File: src/rtl/spi_cmd_ctrl.sv
// SPI command sequencer: decodes {RW,ADDR} command bytes and runs single/burst
// register accesses, feeding status and read data back to the byte engine.
module spi_cmd_ctrl #(
  parameter int unsigned ADDR_W    = 7,
  parameter int unsigned TIMEOUT   = 15,
  parameter logic [7:0]  IDLE_BYTE = 8'hFF,
  parameter int unsigned AUTO_INC  = 1
) (
  input  logic              sys_clk,
  input  logic              rst_n,
  input  logic              ss,
  input  logic              rx_valid,
  input  logic [7:0]        rx_data,
  output logic              tx_load,
  output logic [7:0]        tx_data,
  output logic              bus_req,
  output logic              bus_we,
  output logic [ADDR_W-1:0] bus_addr,
  output logic [7:0]        bus_wdata,
  input  logic [7:0]        bus_rdata,
  input  logic              bus_ack,
  output logic              busy,
  output logic              err_ovr,
  output logic              err_tmo,
  input  logic              err_clr
);

  typedef enum logic [2:0] {IDLE, CMD, WDATA, WR_BUS, RD_BUS, RD_WAIT, HALT} state_t;

  state_t      state, state_n;
  logic        ss_m, ss_s, ss_d;
  logic        buf_vld, ovr_pend;
  logic [7:0]  buf_data, tmo_cnt;
  logic        ss_rise, in_bus, byte_vld;
  logic [7:0]  byte_in;
  logic        ld_status, ld_idle, ld_rd, tmo_hit, ovr_hit;
  logic        addr_ld, addr_inc, wd_ld, take;

  assign ss_rise  = ss_s & ~ss_d;
  assign in_bus   = (state == WR_BUS) || (state == RD_BUS);
  // A buffered byte is older than one arriving this cycle, so it goes first.
  assign byte_vld = rx_valid | buf_vld;
  assign byte_in  = buf_vld ? buf_data : rx_data;
  assign bus_req  = in_bus;
  assign bus_we   = (state == WR_BUS);
  assign busy     = (state != IDLE);

  always_ff @(posedge sys_clk or negedge rst_n) begin
    if (!rst_n) state <= IDLE;
    else        state <= state_n;
  end

  always_comb begin
    state_n   = state;
    ld_status = 1'b0;
    ld_idle   = 1'b0;
    ld_rd     = 1'b0;
    tmo_hit   = 1'b0;
    ovr_hit   = 1'b0;
    addr_ld   = 1'b0;
    addr_inc  = 1'b0;
    wd_ld     = 1'b0;
    take      = 1'b0;
    case (state)
      IDLE: if (ss_rise) begin
        state_n   = CMD;
        ld_status = 1'b1;
      end
      CMD: if (!ss_s) state_n = IDLE;
        else if (byte_vld) begin
          take    = 1'b1;
          addr_ld = 1'b1;
          state_n = byte_in[7] ? WDATA : RD_BUS;
        end
      WDATA: if (!ss_s) state_n = IDLE;
        else if (byte_vld) begin
          take    = 1'b1;
          wd_ld   = 1'b1;
          ld_idle = 1'b1;
          state_n = WR_BUS;
        end
      WR_BUS, RD_BUS: begin
        ovr_hit = rx_valid & buf_vld;
        if (bus_ack) begin
          addr_inc = (state == WR_BUS);
          if (!ss_s)                      state_n = IDLE;
          else if (ovr_pend || ovr_hit)   state_n = HALT;
          else if (state == WR_BUS)       state_n = WDATA;
          else begin
            ld_rd   = 1'b1;
            state_n = RD_WAIT;
          end
        end else if (tmo_cnt == 8'(TIMEOUT - 1)) begin
          tmo_hit = 1'b1;
          state_n = ss_s ? HALT : IDLE;
        end
      end
      RD_WAIT: if (!ss_s) state_n = IDLE;
        else if (byte_vld) begin
          take     = 1'b1;
          addr_inc = 1'b1;
          state_n  = RD_BUS;
        end
      HALT: if (!ss_s) state_n = IDLE;
        else if (rx_valid) ld_idle = 1'b1;
      default: state_n = IDLE;
    endcase
  end

  always_ff @(posedge sys_clk or negedge rst_n) begin
    if (!rst_n) begin
      ss_m      <= 1'b0;
      ss_s      <= 1'b0;
      ss_d      <= 1'b0;
      buf_vld   <= 1'b0;
      buf_data  <= 8'h00;
      ovr_pend  <= 1'b0;
      tmo_cnt   <= 8'h00;
      tx_load   <= 1'b0;
      tx_data   <= IDLE_BYTE;
      bus_addr  <= '0;
      bus_wdata <= 8'h00;
      err_ovr   <= 1'b0;
      err_tmo   <= 1'b0;
    end else begin
      ss_m <= ss;
      ss_s <= ss_m;
      ss_d <= ss_s;
      // Flush on frame end or abort; otherwise a consumed entry is refilled by a same-cycle byte.
      if (state_n == IDLE || state_n == HALT) buf_vld <= 1'b0;
      else if (take) begin
        if (buf_vld) begin
          buf_vld  <= rx_valid;
          buf_data <= rx_data;
        end
      end else if (in_bus && rx_valid && !buf_vld) begin
        buf_vld  <= 1'b1;
        buf_data <= rx_data;
      end
      ovr_pend <= in_bus && (ovr_pend || ovr_hit) && (state_n == state);
      tmo_cnt  <= (in_bus && state_n == state) ? tmo_cnt + 8'd1 : 8'h00;
      tx_load  <= ld_status | ld_idle | ld_rd;
      if (ld_status)    tx_data <= {6'b0, err_ovr, err_tmo};
      else if (ld_idle) tx_data <= IDLE_BYTE;
      else if (ld_rd)   tx_data <= bus_rdata;
      if (addr_ld)       bus_addr <= byte_in[ADDR_W-1:0];
      else if (addr_inc) bus_addr <= bus_addr + ADDR_W'(AUTO_INC);
      if (wd_ld) bus_wdata <= byte_in;
      if (ovr_hit)      err_ovr <= 1'b1;
      else if (err_clr) err_ovr <= 1'b0;
      if (tmo_hit)      err_tmo <= 1'b1;
      else if (err_clr) err_tmo <= 1'b0;
    end
  end

endmodule

File: config.mk
export PLATFORM = sky130hd
export DESIGN_NAME = spi_cmd_ctrl
export DESIGN_NICKNAME = d
export VERILOG_FILES = /design/src/rtl/spi_cmd_ctrl.sv
export SDC_FILE = /design/constraint.sdc
export NUM_CORES = 1
export LEC_CHECK = 0
export ABC_AREA = 1
export BUFFER_PORTS_ARGS = -buffer_cell sky130_fd_sc_hd__buf_2
export CORE_MARGIN = 4
export CORE_UTILIZATION = 59
export DETAILED_ROUTE_END_ITERATION = 12
export GPL_TIMING_DRIVEN = 0
export PLACE_DENSITY = 0.84
export SYNTH_ARGS = -nofsm -noshare
export SYNTH_HDL_FRONTEND = slang
export SYNTH_SLANG_ARGS = --single-unit
export TNS_END_PERCENT = 50
File: constraint.sdc
create_clock -name sys_clk -period 5.51 [get_ports sys_clk]
set_clock_uncertainty 0.05 [all_clocks]
set_input_delay 0.2755 -clock sys_clk [delete_from_list [all_inputs] [get_ports sys_clk]]
set_output_delay 0.2755 -clock sys_clk [all_outputs]
set_load 0.1 [all_outputs]
# == Yosys cells after proc, flatten, opt, wreduce, memory -nomap -nowiden ==
# Cells that the tools add are included.
# totals
latch_bits,0
reg_bits,50
memories,0
out_inout_bits,29
word_cells,109
romBits,0
in_bits,22
ram_bits,0
# op_classes
add_sub_neg,2
mux,54
shift,0
n_reduce_logical,22
n_lt_le_gt_ge,0
bitwise,7
mul,0
eq_ne,10
div,0
# op_table
op,n
$mux 8,8
$mux 3,15
$mux 1,26
$pmux 3 s6,1
$mux 7,2
$eq 3x3->1 const B,4
$reduce_bool 3->1,3
$add 8x1->8 const B,1
$eq 8x4->1 const B,1
$reduce_bool 2->1,4
$add 7x1->7 const B,1
$eq 3x2->1 const B,2
$logic_not 3->1,2
$logic_and 1x1->1,5
$logic_or 1x1->1,4
$pmux 1 s2,2
$eq 3x1->1 const B,1
$eq 3x3->1,1
$or 1x1->1,3
$reduce_and 3->1,1
$reduce_or 3->1,1
$and 1x1->1,2
$ne 2x2->1 const B,1
$not 1->1,2
other kinds (2),2

# == Depth between registers and ports, before layout ==
# depth
ltp_word,10
ltp_mapped,15

# == Least setup slack after synthesis ==
# OpenSTA, ideal clock, no wires.
# synth_timing
kind,register to register
start,reg state[1]
end,reg buf_data[0]
stages_incl_launch_ff,14
setup_slack_ns,3.029
setup_ns,0.118
arrival_ns,2.313
path_cell_list,dfrtp_1 nand2_2 nor2_4 inv_2 nand2_2 nand2_1 nor2_1 nand2_1 nand3_1 nand2_1 nand2_4 nand3_4 nand2_1 nand2_1
# synth_between
elab_cells_between_ends,35
classes_between,8 x eq/ne; 16 x mux; 1 x bitwise; 10 x reduce/logical
# synth_rtl
item,line_no,rtl
start: declaration,30,"state_t state, state_n;"
start signal: assignment,50,else state <= state_n;
$eq 3x2->1,n/a,
via bus_we,17,"output logic bus_we,"
$logic_or 1x1->1,40,assign in_bus = (state == WR_BUS) || (state == RD_BUS);
via bus_req,16,"output logic bus_req,"
$logic_and 1x1->1 (2 in series),136,end else if (in_bus && rx_valid && !buf_vld) begin
$reduce_bool 2->1 (no source line),n/a,
$reduce_and 3->1 (no source line),n/a,
end signal: assignment,134,buf_data <= rx_data;
end signal: assignment,138,buf_data <= rx_data;
end: declaration,33,"logic [7:0] buf_data, tmo_cnt;"
# The timed path passes the listed nets, and every way through them passes these cells.
# A chain may end at the register's enable or synchronous reset.

# == Worst setup path in the final report ==
# layout_timing
start,reg tmo_cnt[0]
end,reg buf_data[2]
# layout_between
elab_chain_len,8
elab_cells_between_ends,9
classes_between,2 x eq/ne; 3 x mux; 1 x bitwise; 3 x reduce/logical
# layout_lines
item,line_no,rtl
start: declaration,33,
start signal: assignment,141,tmo_cnt <= (in_bus && state_n == state) ? tmo_cnt + 8'd1 : 8'h00;
$eq 8x4->1 (*),93,end else if (tmo_cnt == 8'(TIMEOUT - 1)) begin
$mux 3 (*),93,
$mux 3 (*),84,if (bus_ack) begin
$pmux 3 s6 (*),64,case (state)
via state_n[2],30,
$eq 3x3->1 / $logic_not 3->1 (equally long branches),130,if (state_n == IDLE || state_n == HALT) buf_vld <= 1'b0;
$logic_or 1x1->1 (*),130,
$not 1->1 (no source line) (*),n/a,
$reduce_and 3->1 (no source line) (*),n/a,
# The timed path passes the listed nets; every way through them passes the cells marked *.

==> summary.txt <==
outcome -> finished, final reports clean
Min-Delay Path Class -> input port to flop
largest net degree at the start of global routing -> 51
Post-Synthesis Cells -> 325
asr flop ratio synth -> 1.00
TritonCTS buffer count -> 5
most common cell after layout, fill and taps aside -> nand2_1
DRC Markers -> 0
Max clock buf depth -> 2
DP HPWL -> 4.17 mm
fraction of layout cells with a size suffix above 1 -> 0.235
Ant. Diodes -> 0
Fin Setup TNS -> 0 ns
Post-Route WL -> 5.76 mm
number of vias in the routed layout -> 2386
fill count -> 373
DRT iter0 DRCs -> 169
kind of start point of the critical path -> flop
area of the mapped netlist -> 0.00264 mm^2
Clock transition at path regs -> 0.08 ns
post-cts sizing count -> 0
post-route ant nets -> 0
RSZ-0062 raised after global routing -> false
Die ar. -> 0.00561 mm^2
Die Wd -> 74.9 um
first-pass GRT wire length -> 9.31 mm
I/O Buffers -> 50
post-route setup slack -> 3.36 ns
Worst Tran Pin Value -> 1.09 ns
GRT Util Overall -> 0.215
Ports -> 51
Slew Viols, Final -> 0
gp weighted congestion -> 0.873
std cell rows -> 24
clk root buf -> clkbuf_8
commonest cells after routing, fill and taps aside -> nand2_1 (72), buf_2 (51), dfrtp_1 (42)
initial antenna violation count -> 0
CP arrival -> 2.30 ns
Unique masters post-synth -> 36
Area Growth Syn to Fin -> 15.4%
required time worst endpoint -> 5.65 ns
Worst-Skew Late Latency -> 0.30 ns
EDFF count, synth -> 0
Net Count, Synth -> 350
TritonCTS clock tree -> done
setup slack after placement -> 3.39 ns
Crit Path Category -> flop to flop
initial core utilization -> 0.607
Tmin final -> 2.15 ns
fin nets -> 407
final worst path period share -> 0.390
maximum vdd drop -> 0.373 mV
drt wl/cell -> 13.3 um
Detailed Routing Iterations Pass 1 -> 5
Fin. Hold Viols -> 0
Hold-fix buffers, CTS -> 0
Top FF cell, synth -> dfrtp_1
relative slew slack -> 0.275
Fmax achieved -> 465 MHz
P_leak -> 1.52 nW
post-CTS setup buffer count -> 0
H-tree depth -> 2
max_cap viols -> 0
CTS sink cnt -> 50
Yosys reg bits -> 50
Hold Crit Depth -> 1
Final Total Pwr -> 2.00 mW
R2R depth -> 13
Die H -> 74.9 um
register area -> 0.00126 mm^2
synthesized area per cell -> 8.13 um^2
final setup fails -> 0
Pwr Density -> 655 mW/mm^2
Synth Warn # -> 0
CP Capture Type -> flop
CP Max Fanout -> 10
Vias/cell -> 5.49
sequential element share of the synthesized area -> 0.477
reg-to-reg slack, setup -> 3.36 ns
grt total ovfl -> 0
vias in the first global route -> 2072
core area -> 0.00435 mm^2
area occupied by multi-input gates -> 0.00122 mm^2
[synthesized netlist by cell type, types with 2 or more instances]
cell type / count / share of area
inv_2: 3 / 0.0043
nor3_1: 5 / 0.0095
nor2_4: 3 / 0.013
inv_1: 35 / 0.050
nand4_1: 14 / 0.033
a21oi_1: 9 / 0.017
nand2_4: 2 / 0.0085
nor2_2: 4 / 0.0095
nor2_1: 40 / 0.057
o211ai_1: 3 / 0.0085
o21ai_0: 16 / 0.030
ha_1: 3 / 0.014
o221ai_1: 2 / 0.0066
a31oi_1: 5 / 0.012
dfrtp_1: 42 / 0.40
nand2_2: 6 / 0.014
nand2_1: 72 / 0.10
nand3_1: 28 / 0.053
clkinv_1: 2 / 0.0028
xor2_1: 5 / 0.017
dfstp_2: 8 / 0.080
mux2i_1: 4 / 0.015
[metal layers]
layer / track usage / share of wire / vias up
met5: 0 / 0 / -
met4: 0.0593 / 0.014 / 0
met3: 0.0467 / 0.059 / 9
met2: 0.348 / 0.48 / 72
met1: 0.292 / 0.45 / 1121
li1: - / - / 1184
[metrics by stage]
stage / std cells / hold WS, ns / utilization / cell area [um^2]
after floorplan: 325 / -0.0701 / - / 2640
after global placement: 427 / 0.282 / 0.679 / 2960
after detailed placement: 427 / 0.295 / 0.679 / 2960
after CTS: 435 / 0.0221 / 0.700 / 3050
after global routing: 435 / 0.0274 / 0.700 / 3050
final: 435 / 0.0281 / 0.700 / 3050
[critical path, stage by stage, from the launching register on]
cell,delay [ns]
dfrtp_1,0.43
inv_1,0.07
ha_1,0.17
nand3_1,0.09
nor2_1,0.28
nor2_1,0.11
nor2_1,0.10
nor2_1,0.05
nor2_2,0.17
nand2_2,0.08
nand2_4,0.14
nand3_4,0.13
nand2_1,0.11
nand2_1,0.05
[state kept, by name, summed over array words and instances, names as in the netlist]
signal,count
buf_data,8
buf_vld,1
bus_addr,7
bus_wdata,8
err_ovr,1
err_tmo,1
ovr_pend,1
ss_d,1
ss_m,1
ss_s,1
state,3
tmo_cnt,8
tx_data,8
tx_load,1
[final timing paths]
kind / start / end
min reg2reg: ss_m$_DFF_PN0_ / ss_s$_DFF_PN0_
max reg2reg: tmo_cnt[0]$_DFF_PN0_ / buf_data[2]$_DFFE_PN0P_
min in group asynchronous: rst_n / bus_addr[5]$_DFFE_PN0P_
max: tmo_cnt[0]$_DFF_PN0_ / buf_data[2]$_DFFE_PN0P_
max in group asynchronous: rst_n / tmo_cnt[6]$_DFF_PN0_
min: ss / ss_m$_DFF_PN0_
[area by class of cell]
class	instances	share of cell area
clock inverters	1	0.00164
clock buffers	7	0.0283
flip-flops and latches	50	0.414
multi-input cells	232	0.400
plain buffers	3	0.00410
repair buffers	50	0.0821
inverters	40	0.0492
well taps	52	0.0213
[kinds of logic after synthesis]
kind of cell	synth area share
AND/OR/NAND/NOR	0.327
flip-flops	0.477
buffers and inverters	0.0616
AO/OA/AOI/OAI	0.0852
XOR/XNOR	0.0199
multiplexers	0.0152
adder cells (fa/ha/maj)	0.0142
[report_power, final]
part           switching, mW  internal (mW)  total [mW]  leakage (nW)
logic                  0.981          0.220        1.20         0.864
clock network          0.114          0.101       0.215        0.0482
registers             0.0877          0.494       0.581         0.609
No activity file was read; power rests on OpenSTA's default activity.
